==> config.mk <==
export PLATFORM = sky130hd
export DESIGN_NAME = calc_memctl
export DESIGN_NICKNAME = d
export VERILOG_FILES = /design/src/rtl/calc_memctl.sv
export SDC_FILE = /design/constraint.sdc
export NUM_CORES = 1
export LEC_CHECK = 0
export ABC_CLOCK_PERIOD_IN_PS = 3800
export BUFFER_PORTS_ARGS = -buffer_cell sky130_fd_sc_hd__buf_2
export CORE_UTILIZATION = 51
export CTS_CLUSTER_SIZE = 28
export DETAILED_ROUTE_END_ITERATION = 8
export PLACE_DENSITY = 0.77
export SLEW_MARGIN = 20
export SYNTH_ARGS = -nofsm -noshare
export SYNTH_HDL_FRONTEND = slang
export SYNTH_SLANG_ARGS = --single-unit
==> constraint.sdc <==
create_clock -name clock -period 3.8 [get_ports clock]
set_clock_uncertainty 0.2 [all_clocks]
set_input_delay 0.76 -clock clock [delete_from_list [all_inputs] [get_ports clock]]
set_output_delay 0.76 -clock clock [all_outputs]
set_load 0.1 [all_outputs]
==> src/rtl/calc_memctl.sv <==
`default_nettype none
// ============================================================================
// Module   : calc_memctl
// Purpose  : Calculator memory controller. Handles store, recall and clear
//            requests. A recall replays the stored BCD value into operand A or
//            B as a clear pulse followed by per-digit load pulses.
// Options  : CALC_MEMCTL_DROPCOUNT_EN - when defined, adds a saturating
//            counter of rejected requests on drop_count. Otherwise drop_count
//            is tied to zero.
// Revision : 1.0 - initial release
// ============================================================================
module calc_memctl (
  input  logic        clock,
  input  logic        reset,
  input  logic        ms_strobe,
  input  logic        mr_strobe,
  input  logic        mc_strobe,
  input  logic        target_sel,
  input  logic [31:0] result_in,
  output logic [3:0]  dig_code,
  output logic        load_A,
  output logic        load_B,
  output logic        clear_A,
  output logic        clear_B,
  output logic        busy,
  output logic        done,
  output logic        mem_valid,
  output logic [31:0] mem_value,
  output logic        dropped,
  output logic [7:0]  drop_count
);

  typedef enum logic [1:0] {
    IDLE  = 2'd0,
    CLEAR = 2'd1,
    SCAN  = 2'd2,
    DONE  = 2'd3
  } state_t;

  state_t      r_state;
  state_t      w_state_nxt;
  logic [2:0]  r_idx;
  logic [31:0] r_snap;
  logic        r_tgt;
  logic        r_loaded;
  logic [31:0] r_mem_value;
  logic        r_mem_valid;
  logic        r_dropped;

  logic        w_busy;
  logic        w_ms_win;
  logic        w_mr_win;
  logic        w_accept;
  logic        w_drop;
  logic        w_load;
  logic [3:0]  w_dig;
  logic [3:0]  w_nib;

  // Request arbitration: clear beats store beats recall; losers are ignored.
  assign w_busy   = (r_state != IDLE);
  assign w_ms_win = ms_strobe & ~mc_strobe;
  assign w_mr_win = mr_strobe & ~mc_strobe & ~ms_strobe;
  assign w_accept = ~w_busy & w_mr_win & r_mem_valid;
  assign w_drop   = w_busy ? (w_ms_win | w_mr_win) : (w_mr_win & ~r_mem_valid);
  assign w_nib    = r_snap[{r_idx, 2'b00} +: 4];

  assign mem_value = r_mem_value;
  assign mem_valid = r_mem_valid;
  assign dropped   = r_dropped;

  // State register.
  always_ff @(posedge clock or posedge reset) begin
    if (reset) r_state <= IDLE;
    else       r_state <= w_state_nxt;
  end

  // Next-state and replay outputs; leading zeros and non-BCD nibbles produce
  // no load, but a value with no loadable digit still yields a single 0.
  always_comb begin
    w_state_nxt = r_state;
    busy        = 1'b0;
    done        = 1'b0;
    clear_A     = 1'b0;
    clear_B     = 1'b0;
    load_A      = 1'b0;
    load_B      = 1'b0;
    dig_code    = 4'd0;
    w_load      = 1'b0;
    w_dig       = 4'd0;
    case (r_state)
      IDLE: begin
        if (w_accept) w_state_nxt = CLEAR;
      end
      CLEAR: begin
        busy        = 1'b1;
        clear_A     = ~r_tgt;
        clear_B     = r_tgt;
        w_state_nxt = SCAN;
      end
      SCAN: begin
        busy = 1'b1;
        if ((w_nib <= 4'd9) && ((w_nib != 4'd0) || r_loaded)) begin
          w_load = 1'b1;
          w_dig  = w_nib;
        end else if ((r_idx == 3'd0) && !r_loaded) begin
          w_load = 1'b1;
          w_dig  = 4'd0;
        end
        load_A   = w_load & ~r_tgt;
        load_B   = w_load & r_tgt;
        dig_code = w_dig;
        if (r_idx == 3'd0) w_state_nxt = DONE;
      end
      DONE: begin
        busy        = 1'b1;
        done        = 1'b1;
        w_state_nxt = IDLE;
      end
      default: w_state_nxt = IDLE;
    endcase
  end

  // Recall context: snapshot on accept, digit index and "digit loaded" flag.
  always_ff @(posedge clock or posedge reset) begin
    if (reset) begin
      r_snap   <= 32'd0;
      r_tgt    <= 1'b0;
      r_idx    <= 3'd0;
      r_loaded <= 1'b0;
    end else begin
      if (w_accept) begin
        r_snap <= r_mem_value;
        r_tgt  <= target_sel;
      end
      if (r_state == CLEAR) begin
        r_idx    <= 3'd7;
        r_loaded <= 1'b0;
      end else if (r_state == SCAN) begin
        r_idx <= r_idx - 3'd1;
        if (w_load) r_loaded <= 1'b1;
      end
    end
  end

  // Memory register; clear works in any state, store only when idle.
  always_ff @(posedge clock or posedge reset) begin
    if (reset) begin
      r_mem_value <= 32'd0;
      r_mem_valid <= 1'b0;
    end else if (mc_strobe) begin
      r_mem_value <= 32'd0;
      r_mem_valid <= 1'b0;
    end else if (w_ms_win && !w_busy) begin
      r_mem_value <= result_in;
      r_mem_valid <= 1'b1;
    end
  end

  // Rejected-request pulse, one cycle after the offending strobe.
  always_ff @(posedge clock or posedge reset) begin
    if (reset) r_dropped <= 1'b0;
    else       r_dropped <= w_drop;
  end

`ifdef CALC_MEMCTL_DROPCOUNT_EN
  logic [7:0] r_drop_count;

  // Saturating reject counter, updated together with the dropped pulse.
  always_ff @(posedge clock or posedge reset) begin
    if (reset)                            r_drop_count <= 8'd0;
    else if (w_drop && r_drop_count != 8'hFF) r_drop_count <= r_drop_count + 8'd1;
  end

  assign drop_count = r_drop_count;
`else
  assign drop_count = 8'd0;
`endif

endmodule
`default_nettype wire

**Word-level counts from Yosys, hierarchy flattened**

Cells that the tools add are included.

- Logic and storage cells: 71
- Register bits: 73
- Input port bits: 38
- Output and inout port bits: 52

- Equal/unequal tests: 5
- Add/sub/neg operators: 1
- Mux-type cells: 25
- Bitwise operators: 14
- Reductions and logical operators: 16
- Magnitude comparators: 1
- Shift operators: 1

Operators by type and width:

| kind | number |
|---|---|
| $mux 32 | 2 |
| $shiftx 32x6->4 | 1 |
| $mux 1 | 16 |
| $and 1x1->1 | 8 |
| $mux 4 | 2 |
| $pmux 2 s4 | 1 |
| $reduce_bool 2->1 | 4 |
| $mux 3 | 2 |
| $not 1->1 | 5 |
| $eq 2x2->1 const B | 2 |
| $le 4x4->1 const B | 1 |
| $mux 2 | 2 |
| $ne 2x2->1 const B | 2 |
| $reduce_and 2->1 | 2 |
| $reduce_bool 4->1 | 1 |
| $logic_and 1x1->1 | 3 |
| $logic_not 3->1 | 1 |
| $reduce_or 3->1 | 1 |
| $sub 3x1->3 const B | 1 |
| $eq 2x1->1 const B | 1 |
| $logic_not 1->1 | 2 |
| $logic_not 2->1 | 1 |
| $logic_or 1x1->1 | 1 |
| $or 1x1->1 | 1 |

**Longest topological paths before layout**

- Word-level depth: 10
- Mapped depth: 8
- Gate-level depth less buffers: 7

**Least setup slack after synthesis**

Ideal clock, no wire load.

- Path kind: reg-to-output
- Start: register r_idx[0]
- End: output dig_code[0]
- Cell stages (with the launch flop): 7
- Required time: 2.840 ns
- Slack: -0.777 ns
- Data arrival time: 3.617 ns
- Path buffers: 1
- Path through: dfrtp_1 -> buf_6 -> mux4_2 -> mux2i_4 -> and2_4 -> nor2_1 -> nor3b_1

- Cells in the longest elaborated chain, start to end: 6

RTL lines:

| item | RTL line | RTL |
|---|---|---|
| start: declaration | 42 | `logic [2:0] r_idx;` |
| start signal: assignment | 139 | `r_idx <= r_idx - 3'd1;` |
| $shiftx 32x6->4 * | 65 | `assign w_nib = r_snap[{r_idx, 2'b00} +: 4];` |
| parallel branches: the longest is 3 deep, another holds $le 4x4->1 | n/a |  |
| $mux 4 * | 102 | `if ((w_nib <= 4'd9) && ((w_nib != 4'd0) \|\| r_loaded)) begin` |
| $mux 4 * | 90 | `case (r_state)` |
| end: declaration | 20 | `output logic [3:0] dig_code,` |

Mark *: on every way between the ends.

**Worst setup path after layout**

- Start: register r_idx[0]
- End: output load_A

- Cells in the longest elaborated chain, start to end: 8

RTL lines:

| item | RTL line | RTL |
|---|---|---|
| parallel branches: the longest is 4 deep, another holds $le 4x4->1 | n/a |  |
| $mux 1 * | 102 |  |
| $mux 1 * | 90 |  |
| $and 1x1->1 * | 109 | `load_A = w_load & ~r_tgt;` |
| $mux 1 * | 90 |  |
| end: declaration | 21 | `output logic load_A,` |

Mark *: on every way between the ends. The select of a mux whose other input is x is not followed.

==> results.md <==
- Vias: 2,357
- Initial Util: 0.5371
- WHS Endpoint: r_snap[31]
- Hold Path Origin: r_snap[31]
- Largest delay contributor family on the critical path: multiplexers
- Max-cap violations: 0
- Post-synth top cells: 73 x dfrtp_1, 39 x nand2_1, 33 x nand2b_1
- Slew @ Worst Pin: 0.9905 ns
- EDFF count, synth: 0
- Crit share post-route: 0.9466
- Critical Path Max Stage Delay: 0.64 ns
- Yosys reg bits: between 70 and 80
- Setup violations, final: 0
- Final wirelength: 6.672 mm
- Final ANT Viol Nets: 0
- Endpoints failing hold: 0
- Most frequent cell after synthesis: dfrtp_1
- First-pass GRT wire length: 10.81 mm
- Gr ovfl total: 0
- Crit Path Class: reg2out
- Setup crit end kind: output pin
- Hpwl dp: 4.735 mm
- Number of global-route vias before repair: ~2,200
- Clock latency on the worst-skew pair: about 0.33 ns
- Deepest clock path buffer count: 2
- # rows: 29
- Layout cells sized above 1: 0.3588
- Max-slew headroom at the worst pin: 0.3396
- WL/cell: 14.63 um
- Initial antenna violation count: 0
- WP data required: 2.84 ns
- Buf/Inv on CP: 1
- Arr. time, crit path: 2.64 ns
- Number of port buffers: 81
- RR Endpoint: r_snap[14]
- Largest net degree at the start of global routing: 74
- Pins over their slew limit: 0
- Core Area: approximately 6400 um2
- Root Driver: clkbuf_8
- Layout Nets: 419
- Yosys top cell by area: dfrtp_1
- CP max stage cell: mux4_1
- Setup WS pre-CTS: about 0.41 ns
- Hold path depth: 1
- H-Tree Depth: 3
- Syn Area/Cell: 11.61 um2
- Top_reg_cell synth: dfrtp_1
- R2R cell count: 6
- Cell variety after synth: 36
- Final TNS setup: 0 ns
- Post-CTS Resized: 0
- Min cycle time layout: 3.597 ns
- Worst Setup Start Kind: flop
- Status: finished with violations
- DRC: 14
- Pwr/cell area: 782.6 nW/um2
- Failing checks: DRC
- Sequential area share after synthesis: 0.5296
- Syn. warnings: 0
- Post-synth ARST share: 1.000
- Synth Cell Area: 3450 um2
- Total Die Area: between 7000 and 8000 um2
- Hold Crit Class: reg2reg
- Post-synthesis cell count: 297
- Number of CTS-inserted buffers: 9
- CTS tree: yes
- Maximum clock frequency: 278.0 MHz
- Worst-path cell chain: mux4_1, mux2i_4, and2_4, o32ai_1, nor3b_2, buf_2
- Via/cell ratio: 5.169
- Syn-to-layout area delta: 17.77%
- Post-synth top area share: 0.5296
- Post-CTS Hold Buffers: 0
- Final GP Congestion: 0.8206
- Antenna Cells: 0
- R2R Setup Slk: 1.02 ns
- Max VDD drop: 0.3965 mV
- Fillers: 531
- RR Startpoint: r_state[0]
- Total GRT Usage: 0.2005
- Max FO, Critical Path: 11
- Top cells by area, synth: dfrtp_1 53%, mux2_2 7.8%, nand2b_1 6.0%
- Die width: 84.24 um
- Ports: 90
- RSZ-0062 raised after global routing: no
- Drt first pass iters: 6
- Leak Pwr: 2.111 nW
- Clock sink count: 73
- Initial drt markers: 150
- Die height: ~84 um
- Setup WS post-layout: 0.2031 ns
- Worst-path clk slew: roughly 0.07 ns
- Post-CTS Setup Inserts: 0
==> sequential cells by signal, indices dropped and copies added, names as in the netlist <==
| signal | count |
|---|---|
| r_tgt | 1 |
| r_loaded | 1 |
| mem_valid | 1 |
| r_state | 2 |
| r_idx | 3 |
| dropped | 1 |
| r_snap | 32 |
| mem_value | 32 |
==> per-stage QoR <==
stage | hold slack [ns] | instance area [um2] | total power [mW] | cells | util
floorplan | 0.2565 | 3481 | 2.383 | 304 | -
global placement | 0.2736 | 3872 | 2.579 | 440 | 0.6030
detailed placement | 0.2822 | 3872 | 2.614 | 440 | 0.6030
CTS | 0.2988 | 4061 | 3.203 | 456 | 0.6324
global route | 0.3226 | 4063 | 3.345 | 456 | 0.6326
finish | 0.2987 | 4063 | 3.180 | 456 | 0.6326
==> worst max-delay path by stage <==
stage / startpoint / end / slack [ns] / cells after the start
5_1_grt: r_idx[0] / load_A / 0.06 / 6
3_5_place_dp: r_idx[0] / load_A / 0.41 / 6
4_1_cts: r_idx[0] / load_A / 0.02 / 6
3_3_place_gp: r_idx[0] / load_A / 0.46 / 6
6_report: r_idx[0] / load_A / 0.20 / 6
2_1_floorplan: r_idx[0] / load_B / 0.09 / 6
==> placed cells by master, fill, tap and decap left out, drive strengths merged, types with 3 or more instances in the layout <==
master,synthesis,final
buf,11,84
dfrtp,73,73
nand2,39,39
o21ai,36,36
nand2b,33,33
mux2,33,33
clkbuf,14,13
nor2,10,10
conb,1,8
inv,8,8
mux4,8,8
ha,7,7
mux2i,4,4
and2,3,3
==> power by group <==
group	total, mW	leakage (nW)	internal (mW)	switching [mW]
clock	0.586	0.0974	0.320	0.266
sequential	1.14	0.983	0.959	0.185
combinational	1.45	1.03	0.390	1.06
total	3.18	2.11	1.67	1.51
==> layout make-up <==
type | instances | area (um2) | area share
multi-input combinational | 198 | 1491 | 0.3671
inverter | 8 | 30.03 | 0.007391
tap | 77 | 96.34 | 0.02371
clock buffer | 13 | 148.9 | 0.03665
timing repair buffer | 84 | 427.9 | 0.1053
clock inverter | 3 | 40.04 | 0.009855
sequential | 73 | 1828 | 0.4500
==> logic make-up (layout without fill, tap and decap cells) <==
logic type,Yosys count,count (layout),synth area share
adders and majority gates,7,7,0.02539
AOI/OAI and AO/OA,44,44,0.07218
DFF,73,73,0.5296
buffers and inverters,33,108,0.04752
other,1,8,0.001087
and+or+nand+nor,94,94,0.1386
muxes,45,45,0.1857
==> worst register-to-register path, cell delays in order, from the launching register on <==
cell and delay (ns):
dfrtp_1 0.42, inv_1 0.12, ha_1 0.24, nor2b_1 0.19, nand4b_1 0.66, buf_4 0.51, mux2_1 0.34
==> per-layer routing <==
layer,vias up,wire length (um),global-route usage
met3,10,312,0.05113
li1,1146,-,-
met2,64,3247,0.3167
met1,1137,3010,0.2719
met4,0,102,0.07053
met5,-,0,0
No activity file was read; power rests on OpenSTA's default activity.
